`config.mk`:
```
export PLATFORM = sky130hd
export DESIGN_NAME = maxpool_buffer_ctrl
export DESIGN_NICKNAME = d
export VERILOG_FILES = /design/src/rtl/maxpool_buffer_ctrl.sv
export SDC_FILE = /design/constraint.sdc
export NUM_CORES = 1
export LEC_CHECK = 0
export ABC_CLOCK_PERIOD_IN_PS = 2200
export BUFFER_PORTS_ARGS = -buffer_cell sky130_fd_sc_hd__clkbuf_2
export CAP_MARGIN = 20
export CORE_ASPECT_RATIO = 0.7
export CORE_MARGIN = 10
export CORE_UTILIZATION = 45
export DETAILED_ROUTE_END_ITERATION = 7
export HOLD_SLACK_MARGIN = 0.12
export PLACE_DENSITY = 0.6
export SYNTH_ARGS = -nofsm -noshare
export SYNTH_HDL_FRONTEND = slang
export SYNTH_SLANG_ARGS = --single-unit
```
`constraint.sdc`:
```
create_clock -name CLK -period 2.2 [get_ports CLK]
set_clock_uncertainty 0.1 [all_clocks]
set_input_delay 0.22 -clock CLK [delete_from_list [all_inputs] [get_ports CLK]]
set_output_delay 0.22 -clock CLK [all_outputs]
set_load 0.01 [all_outputs]
```
`src/rtl/maxpool_buffer_ctrl.sv`:
```
// Row/window sequencer for the 3x3 stride-2 ping-pong max-pool buffer.
// Loads rows word by word and drains pooled windows after each odd row.
module maxpool_buffer_ctrl #(
    parameter int ROW_WRITES  = 8,
    parameter int OUT_WINDOWS = 15,
    parameter int NUM_ROWS    = 32
) (
    input  logic       CLK,
    input  logic       RST_N,
    input  logic       start,
    input  logic       in_valid,
    output logic       in_ready,
    output logic       win_valid,
    input  logic       win_ready,
    output logic [1:0] MPB_In_Sel,
    output logic       MPB_In_Ready,
    output logic       MPB_Out_Ready,
    output logic       busy,
    output logic       frame_done
);

    if ((NUM_ROWS % 2) != 0 || NUM_ROWS < 2 ||
        ROW_WRITES < 1 || OUT_WINDOWS < 1) begin : g_bad_param
        $error("maxpool_buffer_ctrl: illegal parameter set");
    end

    localparam int WW = (ROW_WRITES  > 1) ? $clog2(ROW_WRITES)  : 1;
    localparam int NW = (OUT_WINDOWS > 1) ? $clog2(OUT_WINDOWS) : 1;
    localparam int RW = (NUM_ROWS    > 1) ? $clog2(NUM_ROWS)    : 1;

    localparam logic [WW-1:0] WR_LAST  = WW'(ROW_WRITES - 1);
    localparam logic [NW-1:0] WIN_LAST = NW'(OUT_WINDOWS - 1);
    localparam logic [RW-1:0] ROW_LAST = RW'(NUM_ROWS - 1);
    localparam logic [WW-1:0] WR_ONE   = WW'(1);
    localparam logic [NW-1:0] WIN_ONE  = NW'(1);
    localparam logic [RW-1:0] ROW_ONE  = RW'(1);

    typedef enum logic [1:0] {
        IDLE  = 2'd0,
        LOAD  = 2'd1,
        DRAIN = 2'd2,
        DONE  = 2'd3
    } state_e;

    state_e        state_q, state_d;
    logic [1:0]    sel_q, sel_d;
    logic [WW-1:0] wr_cnt_q, wr_cnt_d;
    logic [NW-1:0] win_cnt_q, win_cnt_d;
    logic [RW-1:0] row_cnt_q, row_cnt_d;

    always_ff @(posedge CLK or negedge RST_N) begin
        if (!RST_N) begin
            state_q   <= IDLE;
            sel_q     <= 2'b00;
            wr_cnt_q  <= '0;
            win_cnt_q <= '0;
            row_cnt_q <= '0;
        end else begin
            state_q   <= state_d;
            sel_q     <= sel_d;
            wr_cnt_q  <= wr_cnt_d;
            win_cnt_q <= win_cnt_d;
            row_cnt_q <= row_cnt_d;
        end
    end

    always_comb begin
        state_d    = state_q;
        sel_d      = sel_q;
        wr_cnt_d   = wr_cnt_q;
        win_cnt_d  = win_cnt_q;
        row_cnt_d  = row_cnt_q;
        in_ready   = 1'b0;
        win_valid  = 1'b0;
        frame_done = 1'b0;
        unique case (state_q)
            IDLE: begin
                if (start) begin
                    state_d   = LOAD;
                    sel_d     = 2'b00;
                    wr_cnt_d  = '0;
                    win_cnt_d = '0;
                    row_cnt_d = '0;
                end
            end
            LOAD: begin
                in_ready = 1'b1;
                if (in_valid) begin
                    if (wr_cnt_q == WR_LAST) begin
                        wr_cnt_d = '0;
                        // Odd phase completes a row pair: pool it before loading more
                        if (sel_q[0]) begin
                            state_d = DRAIN;
                        end else begin
                            row_cnt_d = row_cnt_q + ROW_ONE;
                            sel_d     = sel_q + 2'd1;
                        end
                    end else begin
                        wr_cnt_d = wr_cnt_q + WR_ONE;
                    end
                end
            end
            DRAIN: begin
                win_valid = 1'b1;
                if (win_ready) begin
                    if (win_cnt_q == WIN_LAST) begin
                        win_cnt_d = '0;
                        if (row_cnt_q == ROW_LAST) begin
                            state_d = DONE;
                        end else begin
                            row_cnt_d = row_cnt_q + ROW_ONE;
                            sel_d     = sel_q + 2'd1;
                            state_d   = LOAD;
                        end
                    end else begin
                        win_cnt_d = win_cnt_q + WIN_ONE;
                    end
                end
            end
            DONE: begin
                frame_done = 1'b1;
                sel_d      = 2'b00;
                state_d    = IDLE;
            end
            default: state_d = IDLE;
        endcase
    end

    assign MPB_In_Sel    = sel_q;
    assign MPB_In_Ready  = in_valid & in_ready;
    assign MPB_Out_Ready = win_valid & win_ready;
    assign busy          = (state_q != IDLE);

endmodule

```
=== After elaboration in Yosys (flattened, before gate mapping) ===
Cells that the tools add are included.

* Register bits after elaboration: 16
* Bits of input ports: 5
* Output and inout port bits: 8
* Logic and storage cells: 72

* Add/subtract/negate cells: 4
* Equal/unequal tests: 14
* Muxes and demuxes: 35
* Bitwise operators: 2
* Reduce and logical (&&, ||, !) cells: 11

{| class="wikitable"
|+ Operator list
! operator !! count
|-
| $mux W5 || 7
|-
| $mux W2 || 14
|-
| $ne A2 B2 Y1 const B || 8
|-
| $pmux W2 S4 || 2
|-
| $pmux W5 S3 || 1
|-
| $mux W4 || 3
|-
| $reduce_and A6 Y1 || 2
|-
| $mux W3 || 3
|-
| $pmux W4 S2 || 1
|-
| $reduce_and A8 Y1 || 1
|-
| $reduce_and A7 Y1 || 1
|-
| $pmux W3 S2 || 1
|-
| $reduce_and A3 Y1 || 2
|-
| $reduce_bool A2 Y1 || 3
|-
| $add A5 B1 Y5 const B || 1
|-
| $eq A5 B5 Y1 const B || 1
|-
| $add A4 B1 Y4 const B || 1
|-
| $eq A2 B2 Y1 const B || 2
|-
| $eq A4 B4 Y1 const B || 1
|-
| $add A3 B1 Y3 const B || 1
|-
| $eq A3 B3 Y1 const B || 1
|-
| $mux W1 || 3
|-
| $reduce_bool A3 Y1 || 1
|-
| $add A2 B1 Y2 const B || 1
|-
| other kinds (3) || 4
|}

=== Logic depth before layout (Yosys ltp) ===
Gate-level depths: netlist of the first run.

* Depth after elaboration: 5
* Mapped depth: 8

=== Least setup slack after synthesis of the first run ===
OpenSTA, ideal clock, no wires.

* Path kind: register to register
* From: register row_cnt_q[0]
* To: register row_cnt_q[3]
* Library setup time: 121 ps
* Data arrival time: 1795 ps
* Setup slack: 184 ps
* Cell stages (with the launch flop): 9
* Buffers on the path: 1
* Period minus slack after synthesis: 2016 ps
* Cells stage by stage: dfrtp_1 > ha_1 > and3_1 > ha_1 > a22oi_4 > nand4b_4 > or2_0 > buf_2 > a22o_1

* Longest elaborated chain between the ends: 5

{| class="wikitable"
|+ RTL lines
! item !! line !! source
|-
| from (decl) || 49 || <nowiki>logic [RW-1:0] row_cnt_q, row_cnt_d;</nowiki>
|-
| from (signal assigned) || 63 || <nowiki>row_cnt_q <= row_cnt_d;</nowiki>
|-
| $add A5 B1 Y5 || 95, 111 ||
|-
| $mux W5, on equally long branches || 108, 92 ||
|-
| $mux W5, on equally long branches || 106, 89 ||
|-
| $mux W5, on equally long branches || 105, 88 ||
|-
| $pmux W5 S3 || 76 || <nowiki>unique case (state_q)</nowiki>
|}

Parallel ways exist; a longest one is shown, timed or not. The select of a mux whose other input is x is not followed.
A chain may end at the register's enable or synchronous reset.

=== Worst setup path in the final report of the first run ===
Ends and elaborated chain as after synthesis.

==> report_table.html, run 1 <==
<table>
<tr><th>Metric</th><th>Value</th></tr>
<tr><th colspan="2">Cells and area</th></tr>
<tr><td>Post-layout instance count excluding filler cells</td><td>176</td></tr>
<tr><td>Number of diodes</td><td>0</td></tr>
<tr><td>Synth-to-layout area growth</td><td>13.09%</td></tr>
<tr><td>Final instance area</td><td>0.001297 sq mm</td></tr>
<tr><td>Net count of the finished layout</td><td>160</td></tr>
<tr><td>Proportion of layout cells with a drive suffix above 1</td><td>19.01%</td></tr>
<tr><th colspan="2">Synth</th></tr>
<tr><td>Number of enable-type register cells in the synthesized netlist</td><td>0</td></tr>
<tr><td>Largest cells by area after synthesis</td><td>sky130_fd_sc_hd__dfrtp_1 35%, sky130_fd_sc_hd__ha_1 13%, sky130_fd_sc_hd__o21ai_0 6.5%</td></tr>
<tr><td>Post-Syn Area</td><td>0.001147 sq mm</td></tr>
<tr><td>Most frequent cell after synthesis</td><td>sky130_fd_sc_hd__dfrtp_1</td></tr>
<tr><td>Register area share after synthesis</td><td>34.90%</td></tr>
<tr><td>Most used standard cells in the synthesized netlist</td><td>16 x sky130_fd_sc_hd__dfrtp_1, 15 x sky130_fd_sc_hd__o21ai_0, 12 x sky130_fd_sc_hd__ha_1</td></tr>
<tr><td>FFs w/ async S/R, synth</td><td>100.0%</td></tr>
<tr><td>#FFs+latches synth</td><td>16</td></tr>
<tr><td>Net count after synthesis</td><td>143</td></tr>
<tr><td>Cells after Synth</td><td>126</td></tr>
<tr><td>Top-area cell type share of the netlist area</td><td>34.90%</td></tr>
<tr><td>Mean instance size in the synthesized netlist</td><td>9.106 sq um</td></tr>
<tr><td>Post-synth top area cell</td><td>sky130_fd_sc_hd__dfrtp_1</td></tr>
<tr><td>Number of warning messages in the yosys log</td><td>0</td></tr>
<tr><td>Prevailing post-synth register cell</td><td>sky130_fd_sc_hd__dfrtp_1</td></tr>
<tr><td>Yosys cell types</td><td>35</td></tr>
<tr><th colspan="2">Global route</th></tr>
<tr><td>Maximum number of pins on one net before global-route repair</td><td>17</td></tr>
<tr><td>Antenna violations before repair</td><td>0</td></tr>
<tr><td>Number of global-route vias before repair</td><td>961</td></tr>
<tr><td>Remaining global-route overflow</td><td>0</td></tr>
<tr><td>GRT Total Usage</td><td>10.60%</td></tr>
<tr><td>Global-route wire length before repair</td><td>4326 um</td></tr>
<tr><th colspan="2">STA</th></tr>
<tr><td>Final total negative setup slack</td><td>0 ps</td></tr>
<tr><td>Final worst-path cycle share</td><td>94.86%</td></tr>
<tr><td>Normalized max-slew margin</td><td>71.67%</td></tr>
<tr><td>Shortest period the worst path allows</td><td>2087 ps</td></tr>
<tr><td>Achievable Freq</td><td>479.2 MHz</td></tr>
<tr><td>Final-report setup violation count</td><td>0</td></tr>
<tr><td>Transition at the pin with the smallest max-transition slack</td><td>424.9 ps</td></tr>
<tr><td>Fin. max-slew vios</td><td>0</td></tr>
<tr><td>Hold Fails Final Rpt</td><td>0</td></tr>
<tr><td>Unrepaired setup endpoints after global routing</td><td>false</td></tr>
<tr><th colspan="2">Pwr</th></tr>
<tr><td>Peak VDD IR</td><td>643.8 uV</td></tr>
<tr><td>Comb pwr share</td><td>59.7%</td></tr>
<tr><td>Power density over the cells</td><td>1394 mW/mm^2</td></tr>
<tr><td>Fraction of power spent switching nets</td><td>45.58%</td></tr>
<tr><td>Proportion of power drawn by flip-flops and latches</td><td>29.4%</td></tr>
<tr><td>Power spent charging and discharging nets</td><td>0.0008242 W</td></tr>
<tr><td>Cell-internal power</td><td>0.0009841 W</td></tr>
<tr><td>Leakage Power</td><td>0.6344 nW</td></tr>
<tr><td>Clock power share</td><td>10.9%</td></tr>
<tr><th colspan="2">Run</th></tr>
<tr><td># Max-Cap Violations</td><td>0</td></tr>
<tr><th colspan="2">Route</th></tr>
<tr><td>Routed WL per cell</td><td>14.05 um</td></tr>
<tr><td>DRC Markers</td><td>0</td></tr>
<tr><td>DRT Wirelength</td><td>2472 um</td></tr>
<tr><td>Antenna-violating nets left</td><td>0</td></tr>
<tr><td>1st-pass router iterations</td><td>4</td></tr>
<tr><td>DR vias</td><td>962</td></tr>
<tr><td>Number of DRC markers in iteration 0</td><td>61</td></tr>
<tr><td>Vias per Instance</td><td>5.466</td></tr>
<tr><th colspan="2">Worst setup path</th></tr>
<tr><td>Worst-case reg-to-reg path depth</td><td>7</td></tr>
<tr><td>Critical path required time</td><td>2290 ps</td></tr>
<tr><td>Arrival time of the worst setup path</td><td>2180 ps</td></tr>
<tr><td>Reg-to-reg endpoint</td><td>row_cnt_q[3]</td></tr>
<tr><td>Critical-path maximum fanout</td><td>5</td></tr>
<tr><td>Worst reg-to-reg setup slack</td><td>110 ps</td></tr>
<tr><td>Crit Path Category</td><td>register to register</td></tr>
<tr><td>Category of the worst setup path launch point</td><td>register</td></tr>
<tr><td>Reg2reg start</td><td>row_cnt_q[0]</td></tr>
<tr><td>Crit path capture type</td><td>register</td></tr>
<tr><th colspan="2">Clocking</th></tr>
<tr><td>Clock root buffer</td><td>sky130_fd_sc_hd__clkbuf_4</td></tr>
<tr><td>CTS clk-pin slew, worst paths</td><td>100 ps</td></tr>
<tr><td>Clock tree from TritonCTS</td><td>done</td></tr>
<tr><td>H-tree lvl count</td><td>1</td></tr>
<tr><td>TritonCTS Buffers</td><td>3</td></tr>
<tr><td>Setup fix buffers added after clock tree synthesis</td><td>0</td></tr>
<tr><td>Clock insertion delay at the later pin of the skew report</td><td>290 ps</td></tr>
<tr><td>Max Buffers Root-to-Sink</td><td>2</td></tr>
<tr><td>Clock sink count</td><td>16</td></tr>
<tr><th colspan="2">Placed design</th></tr>
<tr><td>Port buffer count</td><td>12</td></tr>
<tr><td>Placed cell count</td><td>171</td></tr>
<tr><td>Final weighted congestion of routability-driven global placement</td><td>0.7719</td></tr>
<tr><td>Area after detailed placement</td><td>0.001249 sq mm</td></tr>
<tr><td>DPL Wire Length</td><td>1962 um</td></tr>
<tr><th colspan="2">Die</th></tr>
<tr><td>Y dimension of the die</td><td>62.25 um</td></tr>
<tr><td>Total Die Area</td><td>0.005001 sq mm</td></tr>
<tr><td>Chip Width</td><td>80.35 um</td></tr>
<tr><td>Cell row count</td><td>15</td></tr>
<tr><td>Initial core utilization</td><td>47.03%</td></tr>
<tr><td>Area inside the core boundary</td><td>0.002440 sq mm</td></tr>
<tr><td>Number of primary I/O pins</td><td>13</td></tr>
<tr><th colspan="2">Min path</th></tr>
<tr><td>Worst min-delay path class</td><td>primary input to asynchronous set/reset pin</td></tr>
<tr><th colspan="2">Status</th></tr>
<tr><td>Run status</td><td>finished clean</td></tr>
</table>
area by class of cell:
class / instances / area (sq um)
multi-input combinational: 96 / 688.2
fill: 244 / 1142
tap: 34 / 42.54
inverter: 10 / 37.54
clock buffer: 4 / 36.28
timing repair buffer: 16 / 92.59
sequential: 16 / 400.4
sequential cells by signal, indices dropped and copies added, names as in the netlist:
signal	flops
wr_cnt_q	3
state_q	2
win_cnt_q	4
MPB_In_Sel	2
row_cnt_q	5
worst max-delay path, cell delays in order, from the launching register on:
cell	delay (ps)
sky130_fd_sc_hd__dfrtp_1	420
sky130_fd_sc_hd__ha_1	230
sky130_fd_sc_hd__and3_1	200
sky130_fd_sc_hd__ha_1	230
sky130_fd_sc_hd__a22oi_4	160
sky130_fd_sc_hd__nand4b_4	140
sky130_fd_sc_hd__or2_4	280
sky130_fd_sc_hd__a22o_1	230
cells in the final DEF, fill, tap and decap left out, types with 3 or more instances in the layout:
master / synthesis / routed
sky130_fd_sc_hd__and3_1: 3 / 3
sky130_fd_sc_hd__a22oi_1: 3 / 3
sky130_fd_sc_hd__and2_1: 3 / 3
sky130_fd_sc_hd__dfrtp_1: 16 / 16
sky130_fd_sc_hd__nor2b_1: 3 / 3
sky130_fd_sc_hd__buf_4: 0 / 3
sky130_fd_sc_hd__nand3_1: 11 / 11
sky130_fd_sc_hd__nor2_1: 3 / 3
sky130_fd_sc_hd__ha_1: 12 / 12
sky130_fd_sc_hd__clkbuf_2: 0 / 12
sky130_fd_sc_hd__clkbuf_4: 0 / 3
sky130_fd_sc_hd__nand2b_1: 3 / 3
sky130_fd_sc_hd__nand2_1: 11 / 11
sky130_fd_sc_hd__mux2i_1: 4 / 4
sky130_fd_sc_hd__inv_1: 10 / 10
sky130_fd_sc_hd__o21ai_0: 15 / 15
power by group through the flow:
stage	Clock, W	Sequential (W)	Combinational, W
6_report	0.000197	0.000532	0.00108
5_1_grt	0.000217	0.000552	0.00122
4_1_cts	0.000203	0.000531	0.00107
3_5_place_dp	0	0.000535	0.00107
3_3_place_gp	0	0.000528	0.00104
2_1_floorplan	0	0.000508	0.000809
metal layers:
metal  up-vias  track usage [%]  wire (um)
met5         -                0          0
met4         0            2.632         13
met3         2            4.741        158
met2        20            15.08       1077
met1       459            14.04       1222
li1        481                -          -
worst max-delay path by stage:
stage / startpoint / to / cells past startpoint
after CTS: row_cnt_q[0] / row_cnt_q[3] / 7
after global placement: row_cnt_q[0] / row_cnt_q[3] / 7
after detailed placement: row_cnt_q[0] / row_cnt_q[3] / 7
after global routing: row_cnt_q[0] / row_cnt_q[3] / 7
final: row_cnt_q[0] / row_cnt_q[3] / 7
after floorplan: row_cnt_q[0] / row_cnt_q[3] / 8
cells by family after synthesis:
family	synth area share, %
compound gates	20.28
simple gates	21.92
flops	34.90
fa+ha+maj	13.09
mux	4.471
buf+inv	5.344
repair_timing:
action                                 CTS  global route
hold buffers                             1             0
gates resized for setup                  0             2
endpoints found under the hold margin   16             0
setup endpoints to repair                0             4
metrics by stage:
stage	util (%)	setup slack (ps)	hold slack, ps	power (W)
after floorplan	-	183.9	-175.6	0.001317
after global placement	51.18	128.8	76.40	0.001567
after detailed placement	51.18	41.09	77.38	0.001607
after CTS	53.08	34.38	280.1	0.001807
after global routing	53.18	26.26	303.1	0.001988
final	53.18	113.0	282.5	0.001808
No activity file was read; power rests on OpenSTA's default activity.
==> inputs of run 2 (changes only) <==
Settings changed: RECOVER_POWER set to 25.
==> run 2 against run 1 <==
Maximum frequency unchanged. Global-route usage unchanged. Flip-flop and latch count unchanged. Sequential share of layout area about the same. Design area about the same. Register-to-register slack about the same. Die area unchanged. First-iteration DRC count unchanged. Largest cell class unchanged. Largest power group unchanged. Total power about the same.
==> report_table.html, run 2 (synthesis results as in run 1) <==
<table>
<tr><th>Metric</th><th>Value</th></tr>
<tr><th colspan="2">Status</th></tr>
<tr><td>Run status</td><td>finished clean</td></tr>
<tr><th colspan="2">STA</th></tr>
<tr><td>Hold Slack</td><td>283.2 ps</td></tr>
<tr><td>Final-report setup violation count</td><td>0</td></tr>
<tr><td>Transition at the pin with the smallest max-transition slack</td><td>912.6 ps</td></tr>
<tr><td>Shortest period the worst path allows</td><td>2087 ps</td></tr>
<tr><td>Final worst-path cycle share</td><td>94.86%</td></tr>
<tr><td>Normalized max-slew margin</td><td>39.16%</td></tr>
<tr><td>Unrepaired setup endpoints after global routing</td><td>false</td></tr>
<tr><td>Fin. max-slew vios</td><td>0</td></tr>
<tr><td>Hold Fails Final Rpt</td><td>0</td></tr>
<tr><td>Final total negative setup slack</td><td>0 ps</td></tr>
<tr><td>Achievable Freq</td><td>479.2 MHz</td></tr>
<tr><th colspan="2">Cells and area</th></tr>
<tr><td>Commonest non-fill, non-tap cell in the layout</td><td>sky130_fd_sc_hd__dfrtp_1</td></tr>
<tr><td>Synth-to-layout area growth</td><td>12.98%</td></tr>
<tr><td>Number of fill cells in the layout</td><td>243</td></tr>
<tr><td>Number of diodes</td><td>0</td></tr>
<tr><td>Final instance area</td><td>0.001296 sq mm</td></tr>
<tr><td>Max FFs per register</td><td>5</td></tr>
<tr><td>Largest registers</td><td>row_cnt_q (5), win_cnt_q (4), wr_cnt_q (3)</td></tr>
<tr><td>Register ranked first by flip-flop count</td><td>row_cnt_q</td></tr>
<tr><td>Most frequent cells in the layout</td><td>16 x sky130_fd_sc_hd__dfrtp_1, 15 x sky130_fd_sc_hd__o21ai_0, 12 x sky130_fd_sc_hd__ha_1</td></tr>
<tr><td>Post-layout instance count excluding filler cells</td><td>176</td></tr>
<tr><td>Proportion of layout cells with a drive suffix above 1</td><td>18.31%</td></tr>
<tr><td>Net count of the finished layout</td><td>160</td></tr>
<tr><th colspan="2">Placed design</th></tr>
<tr><td>Port buffer count</td><td>12</td></tr>
<tr><td>Placed cell count</td><td>171</td></tr>
<tr><td>DPL Wire Length</td><td>1962 um</td></tr>
<tr><td>Area after detailed placement</td><td>0.001249 sq mm</td></tr>
<tr><td>Final weighted congestion of routability-driven global placement</td><td>0.7719</td></tr>
<tr><th colspan="2">Clocking</th></tr>
<tr><td>Max Buffers Root-to-Sink</td><td>2</td></tr>
<tr><td>Setup fix buffers added after clock tree synthesis</td><td>0</td></tr>
<tr><td>Clock sink count</td><td>16</td></tr>
<tr><td>Clock root buffer</td><td>sky130_fd_sc_hd__clkbuf_4</td></tr>
<tr><td>CTS clk-pin slew, worst paths</td><td>100 ps</td></tr>
<tr><td>H-tree lvl count</td><td>1</td></tr>
<tr><td>TritonCTS Buffers</td><td>3</td></tr>
<tr><td>Clock tree from TritonCTS</td><td>done</td></tr>
<tr><td>Clock insertion delay at the later pin of the skew report</td><td>290 ps</td></tr>
<tr><th colspan="2">Worst setup path</th></tr>
<tr><td>Category of the worst setup path launch point</td><td>register</td></tr>
<tr><td>Critical-path maximum fanout</td><td>5</td></tr>
<tr><td>Crit path capture type</td><td>register</td></tr>
<tr><td>Arrival time of the worst setup path</td><td>2180 ps</td></tr>
<tr><td>Crit Path Category</td><td>register to register</td></tr>
<tr><td>Critical path required time</td><td>2290 ps</td></tr>
<tr><th colspan="2">Die</th></tr>
<tr><td>Y dimension of the die</td><td>62.25 um</td></tr>
<tr><td>Initial core utilization</td><td>47.03%</td></tr>
<tr><td>Cell row count</td><td>15</td></tr>
<tr><td>Total Die Area</td><td>0.005001 sq mm</td></tr>
<tr><td>Chip Width</td><td>80.35 um</td></tr>
<tr><td>Number of primary I/O pins</td><td>13</td></tr>
<tr><td>Area inside the core boundary</td><td>0.002440 sq mm</td></tr>
<tr><th colspan="2">Global route</th></tr>
<tr><td>Met3 Track Usage GR</td><td>4.741%</td></tr>
<tr><td>Number of global-route vias before repair</td><td>961</td></tr>
<tr><td>Global-route track usage on met2</td><td>15.08%</td></tr>
<tr><td>Antenna violations before repair</td><td>0</td></tr>
<tr><td>Met1 track demand over resource</td><td>14.04%</td></tr>
<tr><td>Maximum number of pins on one net before global-route repair</td><td>17</td></tr>
<tr><td>Global-route wire length before repair</td><td>4326 um</td></tr>
<tr><td>Remaining global-route overflow</td><td>0</td></tr>
<tr><td>GRT busiest layer</td><td>met2</td></tr>
<tr><td>GRT Total Usage</td><td>10.60%</td></tr>
<tr><th colspan="2">Route</th></tr>
<tr><td>1st-pass router iterations</td><td>4</td></tr>
<tr><td>DRT Wirelength</td><td>2469 um</td></tr>
<tr><td>Antenna-violating nets left</td><td>0</td></tr>
<tr><td>DR vias</td><td>962</td></tr>
<tr><td>Vias per Instance</td><td>5.466</td></tr>
<tr><td>DRC Markers</td><td>0</td></tr>
<tr><td>Routed WL per cell</td><td>14.03 um</td></tr>
<tr><td>Number of DRC markers in iteration 0</td><td>61</td></tr>
<tr><th colspan="2">Pwr</th></tr>
<tr><td>Peak VDD IR</td><td>643.8 uV</td></tr>
<tr><td>Leakage Power</td><td>0.6314 nW</td></tr>
<tr><td>Total Power</td><td>0.001808 W</td></tr>
<tr><td>Power density over the cells</td><td>1395 mW/mm^2</td></tr>
<tr><th colspan="2">Min path</th></tr>
<tr><td>Worst min-delay path class</td><td>primary input to register</td></tr>
<tr><th colspan="2">Run</th></tr>
<tr><td># Max-Cap Violations</td><td>0</td></tr>
</table>
-- run 2: cell types whose count changed in the layout (fill, tap and decap cells not counted) --
cell                       change
sky130_fd_sc_hd__clkbuf_1      +1
sky130_fd_sc_hd__clkbuf_2      -1
-- run 2: critical path, cell delays in order (launching register included) --
cell	delay, ps
sky130_fd_sc_hd__dfrtp_1	420
sky130_fd_sc_hd__ha_1	230
sky130_fd_sc_hd__and3_1	200
sky130_fd_sc_hd__ha_1	230
sky130_fd_sc_hd__a22oi_4	160
sky130_fd_sc_hd__nand4b_4	140
sky130_fd_sc_hd__or2_4	280
sky130_fd_sc_hd__a22o_1	230
-- run 2: timing repair --
| action | 4_1_cts | 5_1_grt |
|---|---|---|
| hold buffers | 1 | 0 |
| setup endpoints to repair | 0 | 4 |
| gates resized for setup | 0 | 2 |
| hold endpoints to repair | 16 | 0 |
-- run 2: area by class of cell --
| class | count | area [sq um] | share of cell area (%) |
|---|---|---|---|
| Clock buffer | 4 | 36.28 | 2.799 |
| Timing Repair Buffer | 16 | 91.34 | 7.046 |
| Inverter | 10 | 37.54 | 2.896 |
| Sequential cell | 16 | 400.4 | 30.89 |
| Tap cell | 34 | 42.54 | 3.282 |
| Multi-Input combinational cell | 96 | 688.2 | 53.09 |
-- run 2: power by group --
| group | internal [W] | leakage, nW | total, W | switching [W] |
|---|---|---|---|---|
| Clock | 0.000101 | 0.0210 | 0.000197 | 0.0000964 |
| Combinational | 0.000474 | 0.404 | 0.00108 | 0.000605 |
| Sequential | 0.000410 | 0.207 | 0.000532 | 0.000123 |
-- run 2: metrics by stage --
stage	setup slack [ps]	utilization [%]
floorplan	183.9	-
global placement	128.8	51.18
detailed placement	41.09	51.18
CTS	34.38	53.08
global route	26.26	53.13
finish	113.0	53.13
-- run 2: routing by layer --
metal	up-vias	share of wire, %
li1	481	-
met1	459	49
met2	20	44
met3	2	6.4
met4	0	0.53
met5	-	0
-- run 2: worst paths after layout --
kind / startpoint / end / slack, ps / cells past startpoint
worst max-delay path: row_cnt_q[0] / row_cnt_q[3] / 110 / 7
worst min-delay path: start / wr_cnt_q[2] / 280 / 5
worst max register to register: row_cnt_q[0] / row_cnt_q[3] / 110 / 7
worst min register to register: win_cnt_q[2] / win_cnt_q[2] / 450 / 1
max in group asynchronous: RST_N / row_cnt_q[1] / 980 / 2
min in group asynchronous: RST_N / wr_cnt_q[2] / 460 / 2
